--- src/rtl/secuenciador_dma_if.sv ---
// rtl/secuenciador_dma_if.sv - peripheral handshake, memory bus and status signals of the DMA sequencer
//
// Purpose: bundles every non-clock signal of secuenciador_dma.
// Modports:
//   master - the sequencer: drives dma_ack, bus_req, mem_addr/rd/wr/dout, ocupado, fin, btc
//   slave  - the environment (peripheral, arbiter, memory): drives dma_req, src_addr,
//            dst_addr, longitud, bus_grant, mem_din
interface secuenciador_dma_if #(
  parameter int CNT_W  = 6,
  parameter int ADDR_W = 8,
  parameter int DATA_W = 8
);
  logic              dma_req;
  logic              dma_ack;
  logic [ADDR_W-1:0] src_addr;
  logic [ADDR_W-1:0] dst_addr;
  logic [CNT_W-1:0]  longitud;
  logic              bus_req;
  logic              bus_grant;
  logic [ADDR_W-1:0] mem_addr;
  logic              mem_rd;
  logic              mem_wr;
  logic [DATA_W-1:0] mem_din;
  logic [DATA_W-1:0] mem_dout;
  logic              ocupado;
  logic              fin;
  logic [CNT_W-1:0]  btc;

  modport master (
    input  dma_req, src_addr, dst_addr, longitud, bus_grant, mem_din,
    output dma_ack, bus_req, mem_addr, mem_rd, mem_wr, mem_dout, ocupado, fin, btc
  );

  modport slave (
    output dma_req, src_addr, dst_addr, longitud, bus_grant, mem_din,
    input  dma_ack, bus_req, mem_addr, mem_rd, mem_wr, mem_dout, ocupado, fin, btc
  );
endinterface

--- src/rtl/secuenciador_dma.sv ---
// rtl/secuenciador_dma.sv - single-channel read-then-write DMA burst sequencer
//
// Purpose: copies longitud words (0..2^CNT_W-1) from src_addr to dst_addr, one
// LEER/CAPTURA/ESCRIBIR triple per word, after winning the bus from the CPU.
// Ports:
//   clk   - system clock, rising edge
//   rst_n - asynchronous active-low reset
//   bus   - secuenciador_dma_if.master (handshake, memory bus, status)
// All outputs are registers decoded from the next state, so they cannot glitch.
module secuenciador_dma #(
  parameter int CNT_W  = 6,
  parameter int ADDR_W = 8,
  parameter int DATA_W = 8
) (
  input  logic                clk,
  input  logic                rst_n,
  secuenciador_dma_if.master  bus
);

  typedef enum logic [2:0] {
    S_IDLE, S_ESPERA_BUS, S_LEER, S_CAPTURA, S_ESCRIBIR, S_FIN, S_ACK
  } state_t;

  state_t            state_q, state_d;
  logic [CNT_W-1:0]  btc_q, btc_d;
  logic [CNT_W-1:0]  len_q, len_d;
  logic [ADDR_W-1:0] src_q, src_d;
  logic [ADDR_W-1:0] dst_q, dst_d;
  logic [DATA_W-1:0] data_q, data_d;
  logic [ADDR_W-1:0] mem_addr_q, mem_addr_d;
  logic              bus_req_q, bus_req_d;
  logic              mem_rd_q, mem_rd_d;
  logic              mem_wr_q, mem_wr_d;
  logic              fin_q, fin_d;
  logic              ack_q, ack_d;
  logic              ocupado_q, ocupado_d;

  always_comb begin
    state_d = state_q;
    btc_d   = btc_q;
    len_d   = len_q;
    src_d   = src_q;
    dst_d   = dst_q;
    data_d  = data_q;
    case (state_q)
      S_IDLE: begin
        btc_d = '0;
        if (bus.dma_req) begin
          src_d   = bus.src_addr;
          dst_d   = bus.dst_addr;
          len_d   = bus.longitud;
          state_d = (bus.longitud == '0) ? S_FIN : S_ESPERA_BUS;
        end
      end
      S_ESPERA_BUS: if (bus.bus_grant) state_d = S_LEER;
      S_LEER:       state_d = S_CAPTURA;
      S_CAPTURA: begin
        // read data arrives the cycle after mem_rd, i.e. during CAPTURA
        data_d  = bus.mem_din;
        state_d = S_ESCRIBIR;
      end
      S_ESCRIBIR: begin
        btc_d = btc_q + 1'b1;
        // grant is only re-examined here, between words, never inside a triple
        if (btc_d == len_q)     state_d = S_FIN;
        else if (bus.bus_grant) state_d = S_LEER;
        else                    state_d = S_ESPERA_BUS;
      end
      S_FIN: state_d = S_ACK;
      S_ACK: begin
        if (!bus.dma_req) begin
          state_d = S_IDLE;
          btc_d   = '0;
        end
      end
      default: state_d = S_IDLE;
    endcase

    // outputs are decoded from the state being entered so they register with it
    bus_req_d  = (state_d == S_ESPERA_BUS) || (state_d == S_LEER) ||
                 (state_d == S_CAPTURA)    || (state_d == S_ESCRIBIR);
    mem_rd_d   = (state_d == S_LEER);
    mem_wr_d   = (state_d == S_ESCRIBIR);
    fin_d      = (state_d == S_FIN);
    ack_d      = (state_d == S_FIN) || (state_d == S_ACK);
    ocupado_d  = (state_d != S_IDLE);
    mem_addr_d = '0;
    if ((state_d == S_LEER) || (state_d == S_CAPTURA)) mem_addr_d = src_d + ADDR_W'(btc_d);
    else if (state_d == S_ESCRIBIR)                    mem_addr_d = dst_d + ADDR_W'(btc_d);
  end

  always_ff @(posedge clk or negedge rst_n) begin
    if (!rst_n) begin
      state_q    <= S_IDLE;
      btc_q      <= '0;
      len_q      <= '0;
      src_q      <= '0;
      dst_q      <= '0;
      data_q     <= '0;
      mem_addr_q <= '0;
      bus_req_q  <= 1'b0;
      mem_rd_q   <= 1'b0;
      mem_wr_q   <= 1'b0;
      fin_q      <= 1'b0;
      ack_q      <= 1'b0;
      ocupado_q  <= 1'b0;
    end else begin
      state_q    <= state_d;
      btc_q      <= btc_d;
      len_q      <= len_d;
      src_q      <= src_d;
      dst_q      <= dst_d;
      data_q     <= data_d;
      mem_addr_q <= mem_addr_d;
      bus_req_q  <= bus_req_d;
      mem_rd_q   <= mem_rd_d;
      mem_wr_q   <= mem_wr_d;
      fin_q      <= fin_d;
      ack_q      <= ack_d;
      ocupado_q  <= ocupado_d;
    end
  end

  assign bus.dma_ack  = ack_q;
  assign bus.bus_req  = bus_req_q;
  assign bus.mem_addr = mem_addr_q;
  assign bus.mem_rd   = mem_rd_q;
  assign bus.mem_wr   = mem_wr_q;
  assign bus.mem_dout = data_q;
  assign bus.ocupado  = ocupado_q;
  assign bus.fin      = fin_q;
  assign bus.btc      = btc_q;

endmodule

--- src/flat_wrapper.sv ---
// flat-port wrapper written by rule: the top's interface ports become plain ports
module secuenciador_dma_flat 
#(
  parameter int CNT_W  = 6,
  parameter int ADDR_W = 8,
  parameter int DATA_W = 8
)
  (clk, rst_n, bus_dma_req, bus_src_addr, bus_dst_addr, bus_longitud, bus_bus_grant, bus_mem_din, bus_dma_ack, bus_bus_req, bus_mem_addr, bus_mem_rd, bus_mem_wr, bus_mem_dout, bus_ocupado, bus_fin, bus_btc);
  secuenciador_dma_if #(.CNT_W(CNT_W), .ADDR_W(ADDR_W), .DATA_W(DATA_W)) bus_i ();
  input  logic clk;
  input  logic rst_n;
  input wire logic [$bits(bus_i.dma_req)-1:0] bus_dma_req;
  input wire logic [$bits(bus_i.src_addr)-1:0] bus_src_addr;
  input wire logic [$bits(bus_i.dst_addr)-1:0] bus_dst_addr;
  input wire logic [$bits(bus_i.longitud)-1:0] bus_longitud;
  input wire logic [$bits(bus_i.bus_grant)-1:0] bus_bus_grant;
  input wire logic [$bits(bus_i.mem_din)-1:0] bus_mem_din;
  output wire logic [$bits(bus_i.dma_ack)-1:0] bus_dma_ack;
  output wire logic [$bits(bus_i.bus_req)-1:0] bus_bus_req;
  output wire logic [$bits(bus_i.mem_addr)-1:0] bus_mem_addr;
  output wire logic [$bits(bus_i.mem_rd)-1:0] bus_mem_rd;
  output wire logic [$bits(bus_i.mem_wr)-1:0] bus_mem_wr;
  output wire logic [$bits(bus_i.mem_dout)-1:0] bus_mem_dout;
  output wire logic [$bits(bus_i.ocupado)-1:0] bus_ocupado;
  output wire logic [$bits(bus_i.fin)-1:0] bus_fin;
  output wire logic [$bits(bus_i.btc)-1:0] bus_btc;
  assign bus_i.dma_req = bus_dma_req;
  assign bus_i.src_addr = bus_src_addr;
  assign bus_i.dst_addr = bus_dst_addr;
  assign bus_i.longitud = bus_longitud;
  assign bus_i.bus_grant = bus_bus_grant;
  assign bus_i.mem_din = bus_mem_din;
  assign bus_dma_ack = bus_i.dma_ack;
  assign bus_bus_req = bus_i.bus_req;
  assign bus_mem_addr = bus_i.mem_addr;
  assign bus_mem_rd = bus_i.mem_rd;
  assign bus_mem_wr = bus_i.mem_wr;
  assign bus_mem_dout = bus_i.mem_dout;
  assign bus_ocupado = bus_i.ocupado;
  assign bus_fin = bus_i.fin;
  assign bus_btc = bus_i.btc;
  secuenciador_dma #(.CNT_W(CNT_W), .ADDR_W(ADDR_W), .DATA_W(DATA_W)) u_core (.clk(clk), .rst_n(rst_n), .bus(bus_i));
endmodule
--- config.mk ---
export PLATFORM = sky130hd
export DESIGN_NAME = secuenciador_dma_flat
export DESIGN_NICKNAME = d
export VERILOG_FILES = /design/src/rtl/secuenciador_dma_if.sv /design/src/rtl/secuenciador_dma.sv /design/src/flat_wrapper.sv
export SDC_FILE = /design/constraint.sdc
export NUM_CORES = 1
export LEC_CHECK = 0
export ABC_AREA = 1
export CAP_MARGIN = 30
export CORE_MARGIN = 5
export CORE_UTILIZATION = 55
export DETAILED_ROUTE_END_ITERATION = 6
export PLACE_DENSITY = 0.89
export REMOVE_ABC_BUFFERS = 1
export SLEW_MARGIN = 30
export SYNTH_ARGS = -nofsm -noshare
export SYNTH_HDL_FRONTEND = slang
export SYNTH_SLANG_ARGS = --single-unit
--- constraint.sdc ---
create_clock -name clk -period 5.65 [get_ports clk]
set_clock_uncertainty 0.2 [all_clocks]
set_input_delay 1.4125 -clock clk [delete_from_list [all_inputs] [get_ports clk]]
set_output_delay 1.4125 -clock clk [all_outputs]
set_load 0.05 [all_outputs]
==> metrics.md <==
| Metric | Value |
|---|---|
| Hpwl dp | `5180 µm` |
| Setup slack after layout | `1.40 ns` |
| Total core area | `5070 µm²` |
| Total gr overflow | `0` |
| CTS Root Cell | `clkbuf_8` |
| Via count | `2,442` |
| Antenna Violating Nets Remaining | `0` |
| Initial antenna violation count | `0` |
| Mapped cell area | `2840 µm²` |
| Area delta synth->final | `27.5%` |
| Max VDD drop | `0.301 mV` |
| Worst-Margin Slew | `0.779 ns` |
| Fraction of layout cells with a size suffix above 1 | `0.123` |
| Synth warnings | `0` |
| Setup Buffers After CTS | `0` |
| TritonCTS Sinks | `53` |
| Crit path launch | `bus_dma_req` |
| Setup TNS | `0 ns` |
| Total of max-cap violations | `0` |
| Dpl ws | `1.09 ns` |
| Cell Pwr Density | `515 nW/µm²` |
| Period utilization | `0.753` |
| Worst reg2reg path startpoint | `u_core.state_q[1]$_DFF_PN0_` |
| Total CTS buffers | `5` |
| Die Height | `81.9 µm` |
| I/O pin cnt | `62` |
| Ys async rst share | `1.00` |
| Vias in the first global route | `2,445` |
| Sequential share of the synthesized area | `0.466` |
| Nets | `453` |
| DP Cell Count | `467` |
| Clock latency on the worst-skew pair | `0.31 ns` |
| Yosys reg bits | `53` |
| Drt wl/cell | `14.2 µm` |
| Die X | `81.9 µm` |
| Final wirelength | `6770 µm` |
| Fin cells | `475` |
| # rows | `26` |
| Max-slew violations | `0` |
| Status | `completed` |
| FF-to-FF setup slack | `2.43 ns` |
| Hold Path Sink | `u_core.bus.mem_dout[4]$_DFFE_PN0P_` |
| DRC errors left | `0` |
| Routability Congestion | `0.913` |
| Post-synth EDFFs | `0` |
| Starting Density | `0.560` |
| Final Hold Vio Count | `0` |
| Unrepaired setup endpoints after global routing | `no` |
| Largest net degree at the start of global routing | `54` |
| Endpoints failing setup | `0` |
| Critical Path RT | `5.70 ns` |
| Max_slew headroom | `0.477` |
| Routed vias/inst | `5.14` |
| CTS Hold Bufs | `0` |
| Arr. time, crit path | `4.30 ns` |
| Worst R2R Path Depth | `16` |
| Gate Count Post-Synth | `339` |
| WHS Path Cells | `2` |
| Crit path capture type | `register` |
| CTS clk-pin slew, worst paths | `0.10 ns` |
| Static leakage | `1.78 nW` |
| Full die area | `6710 µm²` |
| CP max FO | `6` |
| Crit path launch type | `input port` |
| # diodes | `0` |
| Post-cts sizing count | `0` |
| Tot GR Track Use | `0.222` |
| Min-delay worst type | `register to register` |
| PortBufs | `61` |
| Crit path kind | `input port to register` |
| HP Start | `u_core.bus.mem_dout[4]$_DFFE_PN0P_` |
| Max Clk Rate | `235 MHz` |
| Synth unique cells | `36` |
| Initial DRC Count | `160` |
| CTS tree | `done` |
| Syn_area_per_cell | `8.39 µm²` |
| Worst flop-to-flop path endpoint | `u_core.bus.mem_addr[6]$_DFF_PN0_` |
| Clk buf depth | `2` |
| Htree depth | `2` |
| Predominant post-synthesis flop cell | `dfrtp_1` |
| First-pass GRT wire length | `11,400 µm` |
| TritonRoute pass-1 iters | `5` |
| Fin crit period | `4.25 ns` |
==> routing by layer <==
metal  up-vias  share of wire  GRT usage
li1       1223              -          -
met1      1140           0.43      0.287
met2        69           0.50      0.377
met3        10          0.059     0.0450
met4         0          0.012     0.0648
met5         -              0          0
==> power by group <==
group          internal, mW  leakage [nW]  switching (mW)
combinational         0.353          1.07           0.699
clock                0.0882        0.0445           0.129
sequential            0.531         0.670          0.0681
total                 0.972          1.78           0.896
==> critical path, cell delays in order <==
cell and delay, ns:
clkdlybuf4s50_1 0.47, o31ai_1 0.71, o21ai_0 0.28, ha_1 0.29, fa_1 0.41, nand3_1 0.10, nand2_1 0.08, a21oi_1 0.14
o21ai_0 0.11, xor2_1 0.16, o21ai_2 0.13
==> cell type report <==
| cell class | count | area (µm²) |
|---|---|---|
| Tap cell | 70 | 87.6 |
| Clock inverter | 3 | 21.3 |
| Multi-Input combinational cell | 243 | 1360 |
| Clock buffer | 5 | 68.8 |
| Fill cell | 397 | 1450 |
| Timing Repair Buffer | 64 | 628 |
| Sequential cell | 53 | 1330 |
| Inverter | 37 | 139 |
==> stage by stage <==
step                       util  hold slack (ns)  cell area [µm²]  power (mW)
after floorplan               -            0.244             2810        1.33
after global placement    0.696            0.254             3530        1.62
after detailed placement  0.697            0.259             3540        1.66
after CTS                 0.714            0.283             3630        1.88
after global routing      0.714            0.296             3630        2.01
final                     0.714            0.278             3630        1.87
==> cells in the mapped netlist, types with 4 or more instances <==
cell / number / area, µm²
nand2_1: 115 / 432
dfrtp_1: 53 / 1330
inv_1: 31 / 116
nand3_1: 22 / 110
ha_1: 13 / 163
nor2_1: 12 / 45.0
o21ai_0: 9 / 45.0
a21oi_1: 8 / 40.0
nand2_2: 7 / 43.8
o21ai_2: 7 / 61.3
inv_2: 6 / 22.5
nand4_1: 6 / 37.5
or2_2: 6 / 37.5
clkbuf_1: 5 / 18.8
xnor2_1: 4 / 35.0
==> worst max path at each step <==
stage	slack, ns	endpoint
final	1.40	u_core.bus.mem_addr[6]$_DFF_PN0_
after global routing	1.15	u_core.bus.mem_addr[7]$_DFF_PN0_
after CTS	1.40	u_core.bus.mem_addr[6]$_DFF_PN0_
after detailed placement	1.09	u_core.bus.mem_addr[6]$_DFF_PN0_
after global placement	1.24	u_core.bus.mem_addr[6]$_DFF_PN0_
after floorplan	1.31	u_core.bus.mem_addr[6]$_DFF_PN0_
==> cell families (layout without fill, tap and decap cells) <==
logic type,Yosys count,count (layout),synth area share
buffers and inverters,43,109,0.0594
DFF,53,53,0.466
adders and majority gates,15,15,0.0713
xor gates and xnor gates,7,7,0.0216
AOI/OAI and AO/OA,40,40,0.0937
and+or+nand+nor,181,181,0.288
==> flip-flops by register name (all words and copies together), names as in the netlist <==
register and cells:
u_core.bus.mem_rd 1, u_core.bus.mem_wr 1, u_core.bus.mem_dout 8, u_core.bus.ocupado 1, u_core.state_q 3, u_core.bus.fin 1, u_core.bus.dma_ack 1, u_core.len_q 6
u_core.bus.btc 6, u_core.src_q 8, u_core.dst_q 8, u_core.bus.mem_addr 8, u_core.bus.bus_req 1
==> cells in the final DEF (no fill, tap or decap), types with 8 or more instances in the layout <==
| master | Yosys | layout |
|---|---|---|
| a21oi_1 | 8 | 8 |
| clkdlybuf4s50_1 | 0 | 60 |
| dfrtp_1 | 53 | 53 |
| ha_1 | 13 | 13 |
| inv_1 | 31 | 31 |
| nand2_1 | 115 | 115 |
| nand3_1 | 22 | 22 |
| nor2_1 | 12 | 12 |
| o21ai_0 | 9 | 9 |
Note: power is estimated with default switching activity, not from simulation.
==> edit 1 (same settings) <==
Encoding of `state_t`: now Gray code (3 bits for 7 states).
--- a/src/rtl/secuenciador_dma.sv
+++ b/src/rtl/secuenciador_dma.sv
@@ -20,3 +20,3 @@
   typedef enum logic [2:0] {
-    S_IDLE, S_ESPERA_BUS, S_LEER, S_CAPTURA, S_ESCRIBIR, S_FIN, S_ACK
+    S_IDLE = 3'b000, S_ESPERA_BUS = 3'b001, S_LEER = 3'b011, S_CAPTURA = 3'b010, S_ESCRIBIR = 3'b110, S_FIN = 3'b111, S_ACK = 3'b101
   } state_t;
Behaviour: no difference found for any inputs over 10 cycles, from zero or initial values and one cycle with rst_n low; not proved beyond that.
==> edit 1 against the original RTL <==
- power is 3.4% higher
- utilization grew 0.30 points
- synthesized area hardly changed
- sequential cell count unchanged
- critical path depth up 3
- non-clock buffer count is 1 lower
- routed wire length fell by 2.8%
- cell area is 0.41% higher
- worst setup slack improved by 0.19 ns
- sequential share of layout area shrank 0.15 points
- final cell count up 1.7%
==> edit 1: results (changes against the original RTL) <==
Status
  • Status: complete, no violations

Final layout
  • Fraction of area in multi-input gates: 36.8% (-0.53 points)
  • Nets: 461 (+1.8%)
  • Signal buffers share of area: 17.0% (-0.28 points)
  • Non-clk bufs: 63 (-1.6%)
  • P&R area growth vs syn: 27.9%
  • ClkCell Share: 3.09% (+0.61 points)
  • Layout cell share with drive strength beyond 1: 8.72% (-3.6 points)

Power and ir drop
  • Pleak: 1.84 nW (+3.2%)
  • Sw Ratio: 47.0% (-0.93 points)
  • Combinational share of power: 55.1% (-1.2 points)
  • Peak supply drop: 277 uV (-8.0%)
  • P_clk: 0.264 mW (+22%)

Drt
  • Total Wirelength: 6580 microns (-2.8%)
  • Wire length on met2: 3280 microns (-3.2%)
  • Detailed-routed wire length on met3: 375 microns (-6.7%)
  • Iter 0 DRT Violations: 156 (-2.5%)
  • Vias/cell: 5.23 (+1.7%)
  • Pre-antenna DRT Iters: 4 (-1)

Synth
  • Yosys cell types: 37 (+2.8%)
  • Synth area leaders: dfrtp_1 47%, nand2_1 16%, ha_1 5.7%, nand3_1 5.3%, inv_1 4.5%
  • Mean area per synthesized cell: 8.20 sq um (-2.2%)
  • Synth Area in Adders: 7.12% (about the same)
  • Synth Area in Compound Gates: 7.87% (-1.5 points)
  • Register area share after synthesis: 46.6% (about the same)
  • Synth top cells by count: 124 x nand2_1, 53 x dfrtp_1, 34 x inv_1

GRT
  • Gr usage total: 21.2% (-1.0 points)
  • Met1 Usage GRT: 26.8% (-2.0 points)
  • Met3 Track Usage GR: 4.17% (-0.33 points)

Critical path
  • CP peak stage delay: 0.50 ns (-0.21 ns)
  • Critical Path AT: 4.07 ns (-0.23 ns)
  • Delay-heaviest family, CP: buffers and inverters
  • Critical path's slowest cell: fa_1

Placed design
  • Final GP Congestion: 0.939 (+2.9%)
  • Placed Area: 3530 sq um (-0.21%)

CTS
  • Sink Count: 53 (unchanged)

STA
  • Least-Margin Pin Slew: 0.646 ns (-0.132 ns)
edit 1: cell types whose count changed after synthesis, moves of 4 or more:
cell     delta
nand2_1     +9
xor2_1      +4
o21ai_2     -5
nand3_1     +8
o21ai_0     +6
nand2_2     -7
edit 1: final timing paths:
path                                          end  cells after the start  slack, ns                   start
max in group asynchronous         u_core.src_q[7]                      2       3.82                   rst_n
setup / recovery           u_core.bus.mem_addr[6]                     14       1.59             bus_dma_req
setup reg to reg           u_core.bus.mem_addr[6]                     18       2.50       u_core.state_q[1]
hold reg to reg            u_core.bus.mem_dout[1]                      2       0.29  u_core.bus.mem_dout[1]
hold / removal             u_core.bus.mem_dout[1]                      2       0.29  u_core.bus.mem_dout[1]
min in group asynchronous         u_core.len_q[0]                      2       0.99                   rst_n
edit 1: stage by stage:
stage,std cells,worst slack (ns),hold slack (ns)
floorplan,342,1.94,0.244
global placement,475,1.37,0.255
detailed placement,475,1.29,0.267
CTS,483,1.61,0.290
global route,483,1.35,0.309
finish,483,1.59,0.287
==> edit 2 (same flow settings) <==
Without the edit above. `CNT_W` is set to 6 in 3 places; all go to 3.
--- a/src/rtl/secuenciador_dma_if.sv
+++ b/src/rtl/secuenciador_dma_if.sv
@@ -8,3 +8,3 @@
 interface secuenciador_dma_if #(
-  parameter int CNT_W  = 6,
+  parameter int CNT_W  = 3,
   parameter int ADDR_W = 8,
--- a/src/rtl/secuenciador_dma.sv
+++ b/src/rtl/secuenciador_dma.sv
@@ -10,3 +10,3 @@
 module secuenciador_dma #(
-  parameter int CNT_W  = 6,
+  parameter int CNT_W  = 3,
   parameter int ADDR_W = 8,
--- a/src/flat_wrapper.sv
+++ b/src/flat_wrapper.sv
@@ -3,3 +3,3 @@
 #(
-  parameter int CNT_W  = 6,
+  parameter int CNT_W  = 3,
   parameter int ADDR_W = 8,
Ports: changed (resized bus_btc and bus_longitud); port bits go from 62 to 56. The function was not compared with the original's and may differ.
==> edit 2 against the original RTL <==
- maximum frequency down 0.79%
- power down 9.5%
- final cell count down 13%
- cell area down 15%
- synthesized area down 14%
- worst setup slack worse by 0.034 ns
- sequential cell count down 6
- routed wire length down 20%
- clock power down 15%
- largest power group unchanged
==> edit 2: results (changes against the original RTL) <==
Critical path
  • Delay-heaviest family, CP: simple AND/OR/NAND/NOR gates
  • CP peak stage delay: 0.48 ns (-0.23 ns)
  • R2r worst-path depth: 17 (+1)
  • R2R setup slack: 2.46 ns (+0.03 ns)
  • R2r startpoint: u_core.state_q[0]
  • Critical path's slowest cell: clkdlybuf4s50_1
  • CP max FO: 13 (+7)
  • R2r endpoint: u_core.bus.mem_addr[6]
  • Critical Path AT: 4.29 ns (about the same)

GRT
  • Vias in the first global route: 2186 (-11%)
  • Met2 usage: 33.6% (-4.2 points)
  • Largest net degree at the start of global routing: 48 (-11%)
  • Met1 Usage GRT: 23.1% (-5.7 points)
  • First-pass GRT wire length: 9520 microns (-16%)
  • Gr usage total: 19.9% (-2.3 points)
  • Met3 Track Usage GR: 7.68% (+3.2 points)

STA
  • Period utilization: 75.9% (+0.60 points)
  • Least-Margin Pin Slew: 0.586 ns (-0.193 ns)
  • Final hold slack: 0.282 ns (+0.00318 ns)

Final layout
  • Nets: 401 (-11%)
  • ANT cells: 0 (unchanged)
  • Layout cell share with drive strength beyond 1: 10.0% (-2.3 points)

Placed design
  • Buffers on Ports: 55 (-9.8%)
  • HPWL Detailed: 4050 microns (-22%)
  • Final GP Congestion: 0.843 (-7.6%)
  • Worst slack, placed: 1.06 ns (-0.0346 ns)

Drt
  • Pre-antenna DRT Iters: 4 (-1)
  • Wire length on met2: 2610 microns (-23%)
  • Detailed-routed wire length on met3: 378 microns (-6.0%)
  • Routed length on met1: 2340 microns (-19%)
  • Post-DR wirelength/cell: 13.2 microns (-7.4%)
  • Iter 0 DRT Violations: 101 (-37%)
  • DR vias: 2113 (-13%)

Power and ir drop
  • Pleak: 1.57 nW (-12%)
  • Peak supply drop: 431 uV (+43%)

Synth
  • Synth area leaders: dfrtp_1 48%, nand2_1 18%, nand3_1 6.0%, inv_1 4.0%, ha_1 3.6%
  • Synth top cells by count: 119 x nand2_1, 47 x dfrtp_1, 29 x nand3_1
  • Yosys cell types: 31 (-14%)
  • Register area share after synthesis: 48.3% (+1.6 points)

Worst hold path
  • Worst Hold Endpoint: u_core.bus.mem_dout[4]

Status
  • Status: complete, no violations

CTS
  • PostCTS Resize Cnt: 0 (unchanged)
  • Clock-pin transition on the worst setup and hold timing paths: 0.08 ns (-0.02 ns)
edit 2: report_power, final:
group          internal [mW]  leakage, nW  switching (mW)
Sequential             0.476        0.592          0.0681
Clock                 0.0826       0.0371           0.103
Combinational          0.307        0.938           0.654
edit 2: layout make-up:
class	instances	area (sq um)
clock buffers	6	72.6
well taps	52	65.1
multi-input cells	216	1070
flip-flops and latches	47	1180
repair buffers	56	556
inverters	35	131
fillers	350	1250
edit 2: stage by stage:
stage          utilization [%]  instances  cell area, sq um  total power, mW
4_1_cts                   71.1        412              3070             1.70
6_report                  71.1        412              3070             1.69
2_1_floorplan                -        298              2380             1.22
3_5_place_dp              69.4        406              3000             1.50
5_1_grt                   71.1        412              3070             1.82
3_3_place_gp              69.4        406              3000             1.48
edit 2: cells by family after synthesis:
group | Yosys count | synth area share, %
simple gates | 191 | 34.8
flops | 47 | 48.3
buf+inv | 42 | 7.70
compound gates | 14 | 3.29
fa+ha+maj | 9 | 5.24
xor+xnor | 2 | 0.719
